<file path="src/rtl/seg_scan.sv">
// Time-multiplexed six-digit 7-segment scanner with a frame-synchronous, double-buffered display register.
// Optional leading-zero blanking is enabled by defining LEADING_ZERO_BLANK_EN.
module seg_scan #(
    parameter int SCAN_DIV = 50000,
    parameter bit SEG_INV  = 1'b1
) (
    input  logic        clk,
    input  logic        rst,
    input  logic [23:0] data_in,
    input  logic [5:0]  dp_in,
    input  logic        load,
    output logic [5:0]  sel,
    output logic [7:0]  seg,
    output logic        frame_done
);

    localparam int              CNT_W   = $clog2(SCAN_DIV);
    localparam logic [CNT_W-1:0] DIV_MAX = CNT_W'(SCAN_DIV - 1);
    localparam logic [7:0]      SEG_OFF = SEG_INV ? 8'hFF : 8'h00;

    // load is a one-cycle strobe with no back-pressure: every cycle it is high
    // captures data_in/dp_in into the shadow, and the latest capture wins.

    logic [CNT_W-1:0] r_div_cnt;
    logic [2:0]       r_dig_idx;
    logic [23:0]      r_shadow;
    logic [5:0]       r_dp_sh;
    logic [23:0]      r_display;
    logic [5:0]       r_dp_disp;
    logic             r_pending;
    logic [5:0]       r_sel;
    logic [7:0]       r_seg;
    logic             r_frame_done;

    logic             w_tick;
    logic             w_wrap;
    logic             w_commit;
    logic [2:0]       w_next_idx;
    logic [23:0]      w_src_data;
    logic [5:0]       w_src_dp;
    logic [3:0]       w_nibble;
    logic             w_blank;
    logic [7:0]       w_seg_raw;
    logic [7:0]       w_seg_next;
    logic [5:0]       w_sel_next;

    function automatic logic [6:0] seg_decode(input logic [3:0] nib);
        logic [6:0] code;
        case (nib)
            4'd0:    code = 7'h3F;
            4'd1:    code = 7'h06;
            4'd2:    code = 7'h5B;
            4'd3:    code = 7'h4F;
            4'd4:    code = 7'h66;
            4'd5:    code = 7'h6D;
            4'd6:    code = 7'h7D;
            4'd7:    code = 7'h07;
            4'd8:    code = 7'h7F;
            4'd9:    code = 7'h6F;
            default: code = 7'h40;
        endcase
        return code;
    endfunction

    assign w_tick     = (r_div_cnt == DIV_MAX);
    assign w_wrap     = w_tick && (r_dig_idx == 3'd5);
    assign w_commit   = w_wrap && r_pending;
    assign w_next_idx = (r_dig_idx == 3'd5) ? 3'd0 : r_dig_idx + 3'd1;

    // On the commit edge digit0 is decoded straight from the shadow so the new frame starts clean.
    assign w_src_data = w_commit ? r_shadow : r_display;
    assign w_src_dp   = w_commit ? r_dp_sh  : r_dp_disp;
    assign w_nibble   = w_src_data[{w_next_idx, 2'b00} +: 4];

`ifdef LEADING_ZERO_BLANK_EN
    logic [5:0] r_blank_mask;
    logic [5:0] w_mask_src;

    // Digit i (i>0) is blanked when it and every digit above it are zero.
    function automatic logic [5:0] lz_mask(input logic [23:0] word);
        logic [5:0] mask;
        logic       lead;
        mask = 6'b000000;
        lead = 1'b1;
        for (int i = 5; i >= 1; i--) begin
            if (lead && (word[i*4 +: 4] == 4'd0)) begin
                mask[i] = 1'b1;
            end else begin
                lead = 1'b0;
            end
        end
        return mask;
    endfunction

    always_ff @(posedge clk or negedge rst) begin
        if (!rst) begin
            r_blank_mask <= 6'b111110;
        end else if (w_commit) begin
            r_blank_mask <= lz_mask(r_shadow);
        end
    end

    assign w_mask_src = w_commit ? lz_mask(r_shadow) : r_blank_mask;
    assign w_blank    = w_mask_src[w_next_idx];
`else
    assign w_blank    = 1'b0;
`endif

    assign w_seg_raw  = {w_src_dp[w_next_idx], (w_blank ? 7'h00 : seg_decode(w_nibble))};
    assign w_seg_next = SEG_INV ? ~w_seg_raw : w_seg_raw;
    assign w_sel_next = 6'b000001 << w_next_idx;

    always_ff @(posedge clk or negedge rst) begin
        if (!rst) begin
            r_div_cnt    <= '0;
            r_dig_idx    <= 3'd5;
            r_shadow     <= '0;
            r_dp_sh      <= '0;
            r_display    <= '0;
            r_dp_disp    <= '0;
            r_pending    <= 1'b0;
            r_sel        <= 6'b000000;
            r_seg        <= SEG_OFF;
            r_frame_done <= 1'b0;
        end else begin
            r_div_cnt    <= w_tick ? '0 : r_div_cnt + 1'b1;
            r_frame_done <= w_wrap;

            if (load) begin
                r_shadow <= data_in;
                r_dp_sh  <= dp_in;
            end

            // A load on the commit edge keeps pending set so its value lands next frame.
            if (load) begin
                r_pending <= 1'b1;
            end else if (w_commit) begin
                r_pending <= 1'b0;
            end

            if (w_commit) begin
                r_display <= r_shadow;
                r_dp_disp <= r_dp_sh;
            end

            if (w_tick) begin
                r_dig_idx <= w_next_idx;
                r_sel     <= w_sel_next;
                r_seg     <= w_seg_next;
            end
        end
    end

    assign sel        = r_sel;
    assign seg        = r_seg;
    assign frame_done = r_frame_done;

endmodule
</file>
<file path="config.mk">
export PLATFORM = sky130hd
export DESIGN_NAME = seg_scan
export DESIGN_NICKNAME = d
export VERILOG_FILES = /design/src/rtl/seg_scan.sv
export SDC_FILE = /design/constraint.sdc
export NUM_CORES = 1
export LEC_CHECK = 0
export ABC_AREA = 1
export BUFFER_PORTS_ARGS = -buffer_cell sky130_fd_sc_hd__buf_2
export CAP_MARGIN = 10
export CORE_MARGIN = 4
export CORE_UTILIZATION = 63
export DETAILED_ROUTE_END_ITERATION = 6
export PLACE_DENSITY = 0.85
export SYNTH_ARGS = -nofsm -noshare
export SYNTH_HDL_FRONTEND = slang
export SYNTH_SLANG_ARGS = --single-unit
</file>
<file path="constraint.sdc">
create_clock -name clk -period 4.8 [get_ports clk]
set_input_delay 0.24 -clock clk [delete_from_list [all_inputs] [get_ports clk]]
set_output_delay 0.24 -clock clk [all_outputs]
set_load 0.005 [all_outputs]
</file>
# [After elaboration in Yosys (flattened, before gate mapping)]
# Memories as Yosys holds them, arrays and structs flattened.
# Index checks and enable logic that the tools add are counted.
[classes] n_addsub=2 n_lt_le_gt_ge=1 eq_ne=2 n_shift=2 mux=8 bitwise_logic=1 reduce_logical=3
[op_table] op="24-bit 2-to-1 mux" count=1
[op_table] op="24-bit by 6-bit indexed part select with 4-bit output" count=1
[op_table] op="16-bit by 1-bit adder with 16-bit output, second input constant" count=1
[op_table] op="16-bit == test, second input constant" count=1
[op_table] op="16-bit 2-to-1 mux" count=1
[op_table] op="8-bit NOT" count=1
[op_table] op="6-bit 2-to-1 mux" count=1
[op_table] op="1-bit by 3-bit << shifter with 6-bit output, first input constant" count=1
[op_table] op="3-bit by 4-bit less-than comparator with 1-bit output, second input constant" count=1
[op_table] op="3-bit by 1-bit adder with 3-bit output, second input constant" count=1
[op_table] op="1-bit binary-select mux with 3-bit select" count=1
[op_table] op="3-bit == test, second input constant" count=1
[op_table] op="1-bit 2-to-1 mux" count=3
[op_table] op="3-bit 2-to-1 mux" count=1
[op_table] op="1-bit logical AND" count=2
[op_table] op="2-bit nonzero test" count=1
[word_totals] regBits=95 rom_bits=112 in_bits=33 out_inout_bits=15 elab_cells=30 mem_count=1
[memory_table] memory="(no name shown)" depth=16 word_bits=7 read_ports=1 rd_ports_with_merged_regs=0 write_ports=0 line="49" text="case (nib)"

# [Depth between registers and ports, before layout]
# Gate-level depths: netlist (run 1).
[depth] word_depth=7 depth_mapped=22 ltp_nobuf=21

# [Least setup slack after synthesis (run 1)]
# No wires, ideal clock.
[synth_timing] path_type="reg2reg" startpoint="register r_div_cnt[0]" endpoint="register r_seg[3] (netlist: seg[3])" setup_ps=60 t_arrival_ps=2469 required_time_ps=4740 setup_slack_ps=2270 path_stages_with_launch=19 n_path_buf=2 synth_period_minus_slack_ps=2530 path_cell_list="dfrtp_1 > ha_1 > nand2_2 > nor2_4 > nand2_2 > nor2_4 > nand3_4 > buf_6 > buf_6 > o21ai_1 > o21ai_0 > o21ai_1 > inv_1 > ha_1 > nand2_2 > nand3_1 > nand2_1 > nand2_1 > nand2_1"
[synth_via] elab_chain_cells=7
[synth_lines] item="start: declaration" line="24" text="logic [CNT_W-1:0] r_div_cnt;"
[synth_lines] item="start signal: assignment" line="126" text="r_div_cnt <= w_tick ? '0 : r_div_cnt + 1'b1;"
[synth_lines] item="16-bit == test" line="65" text="assign w_tick = (r_div_cnt == DIV_MAX);"
[synth_lines] item="1-bit logical AND" line="66" text="assign w_wrap = w_tick && (r_dig_idx == 3'd5);"
[synth_lines] item="1-bit logical AND" line="67" text="assign w_commit = w_wrap && r_pending;"
[synth_lines] item="24-bit 2-to-1 mux"
[synth_lines] item="via w_src_data[16]" line="39" text="logic [23:0] w_src_data;"
[synth_lines] item="24-bit by 6-bit indexed part select with 4-bit output" line="73" text="assign w_nibble = w_src_data[{w_next_idx, 2'b00} +: 4];"
[synth_lines] item="memory 16 x 7 bit"
[synth_lines] item="8-bit NOT" line="110" text="assign w_seg_next = SEG_INV ? ~w_seg_raw : w_seg_raw;"
[synth_lines] item="end signal: assignment" line="149" text="r_seg <= w_seg_next;"
[synth_lines] item="end: declaration" line="32" text="logic [7:0] r_seg;"
# The timed path passes the listed nets, and every way through them passes these cells.
# A chain may end at the register's enable or synchronous reset.

# [Final worst setup path (run 1)]
[layout_timing] startpoint="register r_dig_idx[0]" endpoint="register r_seg[3] (netlist: seg[3])"
[layout_via] elab_chain_cells=7 elab_cells_between_ends=9 classes_between="add/sub: 1; eq/ne: 1; shift: 1; mux: 2; bitwise: 1; reduce/logical: 2; memory: 1"
[layout_lines] item="start: declaration" line="25" text="logic [2:0] r_dig_idx;"
[layout_lines] item="start signal: assignment" line="147" text="r_dig_idx <= w_next_idx;"
[layout_lines] item="3-bit == test" line="66"
[layout_lines] item="1-bit logical AND" line="66"
[layout_lines] item="1-bit logical AND" line="67"
[layout_lines] item="24-bit 2-to-1 mux"
[layout_lines] item="via w_src_data[12]" line="39"
[layout_lines] item="24-bit by 6-bit indexed part select with 4-bit output" line="73"
[layout_lines] item="memory 16 x 7 bit"
[layout_lines] item="8-bit NOT" line="110"
# The timed path passes the listed nets, and every way through them passes these cells.

==> results.py, run 1 <==
metrics = {
    "outcome": {
        "status": "complete, no violations",
    },
    "grt": {
        "gr-total-overflow": 0,
        "grt_first_pass_wirelength_um": 16300,
        "antenna_found_initial": 0,
        "grtUsageTotal_pct": 24.2,
        "grt_pass1_vias": 3628,
        "grt_max_degree": 64,
    },
    "finish": {
        "final_common_cell": "nand2_1",
        "final_cell_area_um2": 5000,
        "diodes": 0,
        "layout-drive-gt1-share_pct": 16.7,
        "final_cell_mix": "nand2_1, dfrtp_1, inv_1, o21ai_0, buf_2",
        "layout.nets": 629,
        "fin_cells": 690,
        "area_growth_pct": 11.1,
    },
    "worst_setup_path": {
        "cp.depth": 15,
        "crit_buf_inv": 1,
        "cp-endpoint": "seg[3]",
        "required_ps": 5110,
        "r2r_setup_slack_ps": 1350,
        "cp-start-kind": "flip-flop",
        "critical_path_arrival_ps": 3760,
        "cp_top_family": "simple AND/OR/NAND/NOR gates",
        "slowest_stage": "dfstp_2",
        "cp-startpoint": "r_dig_idx[0]",
        "crit_path_max_fanout": 19,
        "end_kind": "flip-flop",
        "criticalPathCategory": "flip-flop to flip-flop",
        "crit_top_cell": "nand2_1",
        "crit_chain": "nand2_1, nor2_4, nand4_1, o21ai_0, o21ai_0, o221ai_1, nand2_1, o21ai_1, inv_1, ha_1, nand2_2, nand3_1, nand2_1, nand2_1, nand2_1",
        "r2r_start": "r_dig_idx[0]",
        "ff2ff_path_depth": 15,
        "rr_endpoint": "seg[3]",
        "slowest_delay_ps": 780,
    },
    "route": {
        "routed_via_density": 5.26,
        "wl_um": 9510,
        "drt-initial-drc-count": 205,
        "wl_per_cell_um": 13.8,
        "vias": 3631,
        "firstDrtPassIters": 6,
        "drt.antenna.violating_nets": 0,
        "remaining_drc_errors": 0,
    },
    "yosys": {
        "yosys.cell_types.count": 37,
        "avgSynthCellArea_um2": 8.25,
        "syn_area_um2": 4500,
        "syn_inst": 546,
        "seq_area_frac_synth_pct": 53.1,
        "synth-seq-cells": 95,
        "yosysWarnings": 0,
        "synth_nets": 586,
    },
    "sta": {
        "setup_ws_ps": 1350,
        "fmax_mhz": 290,
        "tns_ps": 0,
        "hold_violations": 0,
        "tightestPinTransition_ps": 751,
        "finClkSkew_ps": 16.0,
        "fin_crit_sh_pct": 71.9,
        "timing.slew.headroom_pct": 49.9,
        "finalCriticalPeriod_ps": 3450,
        "setup_violations": 0,
        "grt_setup_unrepaired": "false",
        "finalMaxSlewViolations": 0,
    },
    "hold_path": {
        "hold_path_class": "input pin to flip-flop",
    },
    "pwr": {
        "ir_drop_v": 0.000213,
        "leakage_nw": 2.64,
        "power_mw": 1.49,
        "power_density_nw_per_um2": 297,
    },
    "clocking": {
        "postCtsSetupBuffers": 0,
        "clockBufferDepth": 2,
        "root_buffer": "clkbuf_8",
        "clkTransAtPathRegs_ps": 90,
        "clk_latency_ps": 370,
        "cts.sinks": 95,
        "tritoncts": "done",
        "h-tree-depth": 3,
        "cts_buffers": 9,
        "post_cts_resized": 0,
    },
    "floorplanning": {
        "start_util_pct": 65.6,
        "io_pins": 48,
        "core_area_um2": 6870,
        "rows": 30,
        "fp.dieW_um": 92.5,
        "die-area_um2": 8560,
        "die_h_um": 92.5,
    },
    "placed_design": {
        "dp.cells": 673,
        "place_congestion": 0.847,
        "placed_area_um2": 4770,
        "pre_cts_ws_ps": 1420,
        "port_buffers": 47,
        "dp_hpwl_um": 6880,
    },
    "run": {
        "max-cap-violations": 0,
    },
}
[Yosys cell counts]
library cell  instances  area (um2)
buf_4                 1        7.51
o21ai_1               6        30.0
ha_1                  7        87.6
buf_6                 4        45.0
nand3_4               1        17.5
o211ai_2              1        12.5
o221ai_1              2        17.5
o22ai_1               1        6.26
a21oi_2               2        17.5
o21ai_2               1        8.76
inv_2                 2        7.51
buf_2                 3        15.0
o31ai_1               1        7.51
nor2_1               38         143
nor2_4                3        33.8
clkinv_2              1        5.00
nand3_2               1        10.0
dfrtp_1              85        2130
dfstp_2              10         263
clkbuf_4              1        7.51
nand4_1              14        87.6
nor4_1                1        6.26
inv_1                68         255
nor2_2                2        12.5
nand2_2              12        75.1
nor3b_1               1        7.51
a21oi_1               8        40.0
clkinv_1              2        7.51
clkbuf_1              9        33.8
nand3_1              34         170
o211ai_1              1        7.51
and2_1                7        43.8
xor2_1                3        26.3
o21ai_0              46         230
nand2_1             165         619
nor3_1                1        5.00
and3_1                1        6.26
[sequential cells by signal (all words and copies together), names as in the netlist, 3 cells and up]
| signal | cells |
|---|---|
| r_dig_idx | 3 |
| r_shadow | 24 |
| r_div_cnt | 16 |
| r_dp_disp | 6 |
| seg | 8 |
| r_dp_sh | 6 |
| sel | 6 |
| r_display | 24 |
[layer usage]
metal  routed length (um)  share of wire [%]  vias to the layer above  global-route usage, %
met3                  488                5.1                       24                   3.33
met4                  254                2.7                        0                   11.5
met2                 4650                 49                      103                   40.3
li1                     -                  -                     1800                      -
met1                 4110                 43                     1704                   31.2
met5                    0                  0                        -                      0
[power breakdown]
part	internal, mW	switching (mW)	total (mW)
Clock	0.322	0.267	0.590
Combinational	0.0206	0.0437	0.0643
Sequential	0.822	0.00968	0.832
Total	1.17	0.321	1.49
[cell type report]
| type | count | area (um2) |
|---|---|---|
| repair buffers | 50 | 263 |
| flip-flops and latches | 95 | 2390 |
| clock inverters | 3 | 67.6 |
| clock buffers | 13 | 159 |
| multi-input cells | 360 | 1730 |
| fillers | 521 | 1870 |
| inverters | 73 | 275 |
| well taps | 96 | 120 |
[tightest hold or removal path, delay by kind of cell]
kind,cells,cell delay [ps]
and+or+nand+nor,2,90
buffers and inverters,1,70
[worst min-delay path by stage]
stage	from	endpoint	slack, ps	cells after the start
after floorplan	rst	frame_done	-60	0
after global placement	rst	r_div_cnt[3]	200	1
after detailed placement	rst	r_div_cnt[2]	210	1
after CTS	data_in[19]	r_shadow[19]	70	3
after global routing	data_in[15]	r_shadow[15]	80	3
final	data_in[15]	r_shadow[15]	70	3
[repair_timing]
item,4_1_cts,5_1_grt
hold buffers,1,0
endpoints found under the hold margin,24,0
endpoints found under the setup margin,0,0
[kinds of logic after synthesis]
kind of cell    count (synthesis)  share of synthesized area (%)
simple gates                  281                           27.5
compound gates                 69                           8.39
flops                          95                           53.1
fa+ha+maj                       7                           1.94
xor+xnor                        3                          0.584
buf+inv                        91                           8.53
[metrics by stage]
stage / utilization, % / hold WS (ps)
final: 72.8 / 67.1
after global routing: 72.8 / 80.7
after CTS: 72.8 / 69.4
after detailed placement: 69.4 / 206
after global placement: 69.4 / 204
after floorplan: - / -55.6
No activity file was read; power rests on OpenSTA's default activity.
==> inputs of run 2 (changes only) <==
ABC_AREA = 0   (was 1)
CORE_UTILIZATION = 52   (was 63)
PLACE_DENSITY = 0.75   (was 0.85)
clock period = 2.95 ns   (was 4.8 ns; I/O delays follow)
==> results.py, run 2 <==
metrics = {
    "finish": {
        "multiInputGateArea_um2": 1840,
        "biggestRegsByFlops": "r_display x24, r_shadow x24, r_div_cnt x16",
        "layout.nets": 506,
        "layout-drive-gt1-share_pct": 29.9,
        "final_common_cell": "nand2_1",
        "fill_cells": 647,
        "register_area_um2": 2390,
        "final_cell_area_um2": 4990,
        "utilization_pct": 63.3,
        "area_growth_pct": 15.8,
        "diodes": 0,
        "final_cell_mix": "nand2_1, dfrtp_1, buf_2, mux2_2, buf_4",
    },
    "placed_design": {
        "place_congestion": 0.926,
        "placed_area_um2": 4740,
        "dp_hpwl_um": 6320,
        "port_buffers": 47,
    },
    "route": {
        "drt.antenna.violating_nets": 0,
        "firstDrtPassIters": 4,
        "wl_per_cell_um": 15.4,
        "vias": 3140,
        "wl_um": 8850,
        "drt-initial-drc-count": 180,
        "remaining_drc_errors": 0,
        "routed_via_density": 5.48,
    },
    "grt": {
        "antenna_found_initial": 0,
        "grt_max_degree": 48,
        "grt_first_pass_wirelength_um": 14900,
        "grt_pass1_vias": 3167,
        "gr-total-overflow": 0,
        "grtUsageTotal_pct": 18.7,
    },
    "yosys": {
        "synth_nets": 447,
        "synthAdderAreaFrac_pct": 2.03,
        "seq_area_frac_synth_pct": 55.4,
        "synth-compound-area-share_pct": 8.39,
        "syn_area_um2": 4310,
        "syn_inst": 407,
        "synth_edf_count": 0,
        "synth_top_area_share_pct": 49.3,
        "synth_xor_area_share_pct": 2.84,
        "yosys-mux-area-fraction_pct": 9.84,
        "ys_async_sr_fraction_pct": 100,
        "ys.flop_type": "dfrtp_1",
        "avgSynthCellArea_um2": 10.6,
        "synth_common_cells": "nand2_1, dfrtp_1, mux2_2",
        "yosys.cell_types.count": 54,
        "yosysMostFrequentCell": "nand2_1",
        "yosysWarnings": 0,
        "synthSimpleGateAreaFrac_pct": 18.7,
        "yosys.area.top_type": "dfrtp_1",
        "synthTopCellsByArea": "dfrtp_1, nand2_1, mux2_2",
        "synth_top_family_by_area": "simple AND/OR/NAND/NOR gates",
        "synth-seq-cells": 95,
    },
    "pwr": {
        "power_density_nw_per_um2": 467,
        "p_sw_mw": 0.536,
        "ir_drop_v": 0.000341,
        "seqPwrFrac_pct": 58.7,
        "leakage_nw": 2.46,
        "clkPwrFrac_pct": 36.9,
        "combPwrFrac_pct": 4.4,
        "swShare_pct": 23.0,
        "power_mw": 2.33,
        "p_int_mw": 1.80,
    },
    "run": {
        "max-cap-violations": 0,
    },
    "clocking": {
        "cts_buffers": 9,
        "root_buffer": "clkbuf_8",
        "clkTransAtPathRegs_ps": 100,
        "postCtsSetupBuffers": 0,
        "clockBufferDepth": 2,
        "tritoncts": "done",
        "h-tree-depth": 3,
        "cts.sinks": 95,
        "clk_latency_ps": 360,
    },
    "sta": {
        "hold_violations": 0,
        "setup_violations": 0,
        "timing.slew.headroom_pct": 55.0,
        "fin_crit_sh_pct": 95.3,
        "fmax_mhz": 356,
        "tns_ps": 0,
        "tightestPinTransition_ps": 665,
        "finalCriticalPeriod_ps": 2810,
        "finalMaxSlewViolations": 0,
        "finClkSkew_ps": 14.8,
    },
    "worst_setup_path": {
        "required_ps": 3220,
        "criticalPathCategory": "flip-flop to flip-flop",
        "crit_path_max_fanout": 24,
        "critical_path_arrival_ps": 3090,
        "end_kind": "flip-flop",
        "cp-start-kind": "flip-flop",
    },
    "hold_path": {
        "hold_path_class": "input pin to flip-flop",
    },
    "floorplanning": {
        "die_h_um": 99.1,
        "start_util_pct": 54.7,
        "core_area_um2": 7890,
        "fp.dieW_um": 99.1,
        "die-area_um2": 9810,
        "rows": 32,
        "io_pins": 48,
    },
    "outcome": {
        "status": "complete, no violations",
    },
}
run 2: cell types whose count changed after synthesis, moves of 7 or more:
cell | previous run | this run
inv_1 | 68 | 8
nand2_1 | 165 | 114
o21ai_0 | 46 | 6
mux2_2 | 0 | 34
nand3_1 | 34 | 13
nor2_1 | 38 | 17
nand4_1 | 14 | 0
nand2_2 | 12 | 0
and3_1 | 1 | 10
xnor2_1 | 0 | 7
run 2: metal layers:
metal | vias up | global-route usage (%) | share of wire [%]
li1 | 1504 | - | -
met1 | 1553 | 25.3 | 46
met2 | 70 | 30.4 | 48
met3 | 13 | 3.68 | 4.6
met4 | 0 | 6.30 | 1.5
met5 | - | 0 | 0
run 2: layout make-up:
cell class / count / area share, %
sequential: 95 / 47.9
clock buffer: 10 / 2.56
tap: 102 / 2.56
timing repair buffer: 68 / 8.09
multi-input combinational: 284 / 36.9
inverter: 8 / 0.601
clock inverter: 6 / 1.40
run 2: logic make-up after synthesis:
logic type,Yosys count
AND/OR/NAND/NOR,176
flip-flops,95
AO/OA/AOI/OAI,49
multiplexers,38
buffers and inverters,28
XOR/XNOR,14
adder cells (fa/ha/maj),7
run 2: final timing paths:
| path | to | cells after the start | slack (ps) | startpoint |
|---|---|---|---|---|
| worst max-delay path | seg[0] | 10 | 140 | r_div_cnt[5] |
| worst min-delay path | r_shadow[0] | 2 | 20 | data_in[0] |
| worst max register to register | seg[0] | 10 | 140 | r_div_cnt[5] |
| worst min register to register | seg[4] | 2 | 470 | seg[4] |
| max in group asynchronous | seg[1] | 3 | 1860 | rst |
| min in group asynchronous | r_div_cnt[12] | 2 | 310 | rst |
run 2: repair_timing:
item                                    4_1_cts  5_1_grt
gates resized for setup                       1        7
endpoints found under the setup margin        1        6
pin swaps                                     0        4
endpoints found under the hold margin        42        1
hold buffers                                  1        1
run 2: worst max-delay path: stages, from the launching register on:
cell	delay (ps)
dfrtp_1	390
or4b_4	580
or4_4	570
buf_6	200
nor2_8	100
o211ai_2	110
inv_1	130
ha_1	190
inv_1	50
o211a_1	230
o31ai_2	170
run 2: power by group through the flow:
stage / logic, mW / clock network [mW] / registers, mW
after floorplan: 0.0502 / 0 / 1.38
after global placement: 0.0990 / 0 / 1.39
after detailed placement: 0.104 / 0 / 1.39
after CTS: 0.105 / 0.875 / 1.37
after global routing: 0.116 / 0.928 / 1.37
final: 0.103 / 0.861 / 1.37
run 2: metrics by stage:
| step | hold WS, ps | setup slack, ps | cells |
|---|---|---|---|
| detailed placement | 185 | 10.6 | 555 |
| CTS | 2.56 | 10.6 | 572 |
| global placement | 189 | 111 | 555 |
| floorplan | -148 | 145 | 407 |
| global route | 5.86 | -12.2 | 573 |
| finish | 15.4 | 137 | 573 |
==> inputs of run 3 (changes only) <==
ABC_AREA = 1   (was 0)
CORE_UTILIZATION = 53   (was 52)
PLACE_DENSITY = 0.76   (was 0.75)
==> results.py, run 3 (synthesis results as in run 1) <==
metrics = {
    "outcome": {
        "status": "complete, no violations",
    },
    "finish": {
        "fill_cells": 696,
        "final_cell_area_um2": 5330,
        "layout.nets": 667,
        "layout-drive-gt1-share_pct": 18.0,
        "biggestRegsByFlops": "r_display x24, r_shadow x24, r_div_cnt x16",
        "final_common_cell": "nand2_1",
        "final_cell_mix": "nand2_1, dfrtp_1, inv_1, buf_2, o21ai_0",
        "diodes": 0,
        "area_growth_pct": 18.4,
    },
    "worst_setup_path": {
        "crit_chain": "ha_1, nand2_2, nor2_4, nand2_2, nor2_4, buf_4, nand4_1, nand3_1, nand2_1, inv_1, nand2_1, a21oi_2, buf_4, ha_1, nand2_2, nand3_1, nand2_1, nand2_1, nand2_1",
        "crit_top_cell": "nand2_1",
        "crit_buf_inv": 3,
        "crit_path_max_fanout": 13,
        "required_ps": 3260,
        "rr_endpoint": "seg[3]",
        "cp_top_family": "simple AND/OR/NAND/NOR gates",
        "r2r_setup_slack_ps": 330,
        "criticalPathCategory": "flip-flop to flip-flop",
        "r2r_start": "r_div_cnt[0]",
        "cp-start-kind": "flip-flop",
        "ff2ff_path_depth": 19,
        "slowest_stage": "dfrtp_1",
        "critical_path_arrival_ps": 2930,
        "end_kind": "flip-flop",
        "slowest_delay_ps": 400,
    },
    "sta": {
        "fmax_mhz": 382,
        "fin_crit_sh_pct": 88.8,
        "tightestPinTransition_ps": 881,
        "finalCriticalPeriod_ps": 2620,
        "finalMaxSlewViolations": 0,
        "finClkSkew_ps": 11.2,
        "setup_violations": 0,
        "tns_ps": 0,
        "timing.slew.headroom_pct": 41.3,
        "grt_setup_unrepaired": "false",
        "hold_violations": 0,
    },
    "pwr": {
        "p_sw_mw": 0.536,
        "clkPwrFrac_pct": 36.8,
        "swShare_pct": 22.8,
        "p_int_mw": 1.81,
        "leakage_nw": 2.79,
        "seqPwrFrac_pct": 57.6,
        "combPwrFrac_pct": 5.6,
        "power_density_nw_per_um2": 440,
        "ir_drop_v": 0.000271,
    },
    "grt": {
        "grt_max_degree": 73,
        "grt_first_pass_wirelength_um": 17500,
        "gr-total-overflow": 0,
        "antenna_found_initial": 0,
        "grtUsageTotal_pct": 21.9,
        "grt_pass1_vias": 3761,
    },
    "hold_path": {
        "hold_start": "data_in[3]",
        "hold-path-endpoint": "r_shadow[3]",
        "hold_depth": 3,
        "hold_path_class": "input pin to flip-flop",
    },
    "floorplanning": {
        "rows": 33,
        "io_pins": 48,
        "die-area_um2": 10000,
        "core_area_um2": 8260,
        "fp.dieW_um": 100,
        "start_util_pct": 54.5,
        "die_h_um": 100,
    },
    "route": {
        "routed_via_density": 5.05,
        "firstDrtPassIters": 5,
        "wl_um": 9840,
        "remaining_drc_errors": 0,
        "vias": 3725,
        "drt.antenna.violating_nets": 0,
        "wl_per_cell_um": 13.3,
        "drt-initial-drc-count": 215,
    },
    "clocking": {
        "clkTransAtPathRegs_ps": 90,
        "clk_latency_ps": 370,
        "cts.sinks": 95,
        "clockBufferDepth": 2,
        "tritoncts": "done",
        "h-tree-depth": 3,
        "root_buffer": "clkbuf_8",
        "cts_buffers": 9,
    },
    "placed_design": {
        "dp_hpwl_um": 6920,
        "place_congestion": 0.897,
        "port_buffers": 47,
        "placed_area_um2": 4860,
    },
    "run": {
        "max-cap-violations": 0,
    },
}
==> run 3: changes by cell type in the layout (fill, tap and decap cells not counted), moves of 6 or more <==
cell / delta
and3_1: -9
dlygate4sd3_1: +23
inv_1: +59
mux2_2: -34
nand2_1: +51
nand2_2: +12
nand3_1: +22
nand4_1: +14
nor2_1: +21
o211ai_1: -6
o21ai_0: +37
xnor2_1: -7
==> run 3: how the worst max path moves through the flow <==
stage | start | endpoint | cells past startpoint
CTS | r_div_cnt[0] | seg[3] | 16
global route | r_div_cnt[6] | seg[3] | 19
detailed placement | r_div_cnt[0] | seg[3] | 16
finish | r_div_cnt[0] | seg[3] | 19
global placement | r_div_cnt[0] | seg[3] | 16
floorplan | r_div_cnt[0] | seg[3] | 18
==> run 3: metal layers <==
| metal | up-vias | wire [um] | track usage [%] |
|---|---|---|---|
| met5 | - | 0 | 0 |
| met4 | 0 | 162 | 7.88 |
| met3 | 17 | 500 | 4.24 |
| met2 | 97 | 4680 | 34.7 |
| met1 | 1736 | 4500 | 30.4 |
| li1 | 1875 | - | - |
==> run 3: stage by stage <==
stage	hold slack [ps]	cells	setup slack [ps]	power [mW]	utilization [%]
after floorplan	-148	546	420	1.42	-
after global placement	322	693	338	1.48	58.9
after detailed placement	325	693	213	1.48	58.9
after CTS	7.73	734	201	2.36	64.2
after global routing	6.18	737	13.4	2.44	64.5
final	3.27	737	330	2.35	64.5
==> run 3: final cells by class <==
class                   count  area [um2]  share of cell area (%)
clock inverters             3        43.8                   0.822
clock buffers              13         149                    2.79
multi-input cells         360        1730                    32.5
well taps                 105         131                    2.46
flip-flops and latches     95        2390                    44.8
repair buffers             88         608                    11.4
inverters                  73         275                    5.16
==> run 3: power groups by stage <==
stage	clock network (mW)	logic, mW	registers (mW)
after detailed placement	0	0.107	1.38
after floorplan	0	0.0457	1.37
after CTS	0.874	0.133	1.35
final	0.863	0.130	1.35
after global routing	0.935	0.152	1.36
after global placement	0	0.104	1.38
==> run 3: repair_timing <==
item	4_1_cts	5_1_grt
buffers inserted	0	3
gates resized for setup	0	5
setup endpoints to repair	0	7
hold buffers	25	0
hold endpoints to repair	85	0
==> run 3: worst min-delay path: cells and delay by family <==
family	cells	cell delay (ps)
simple gates	1	40
buf+inv	1	80
compound gates	1	60
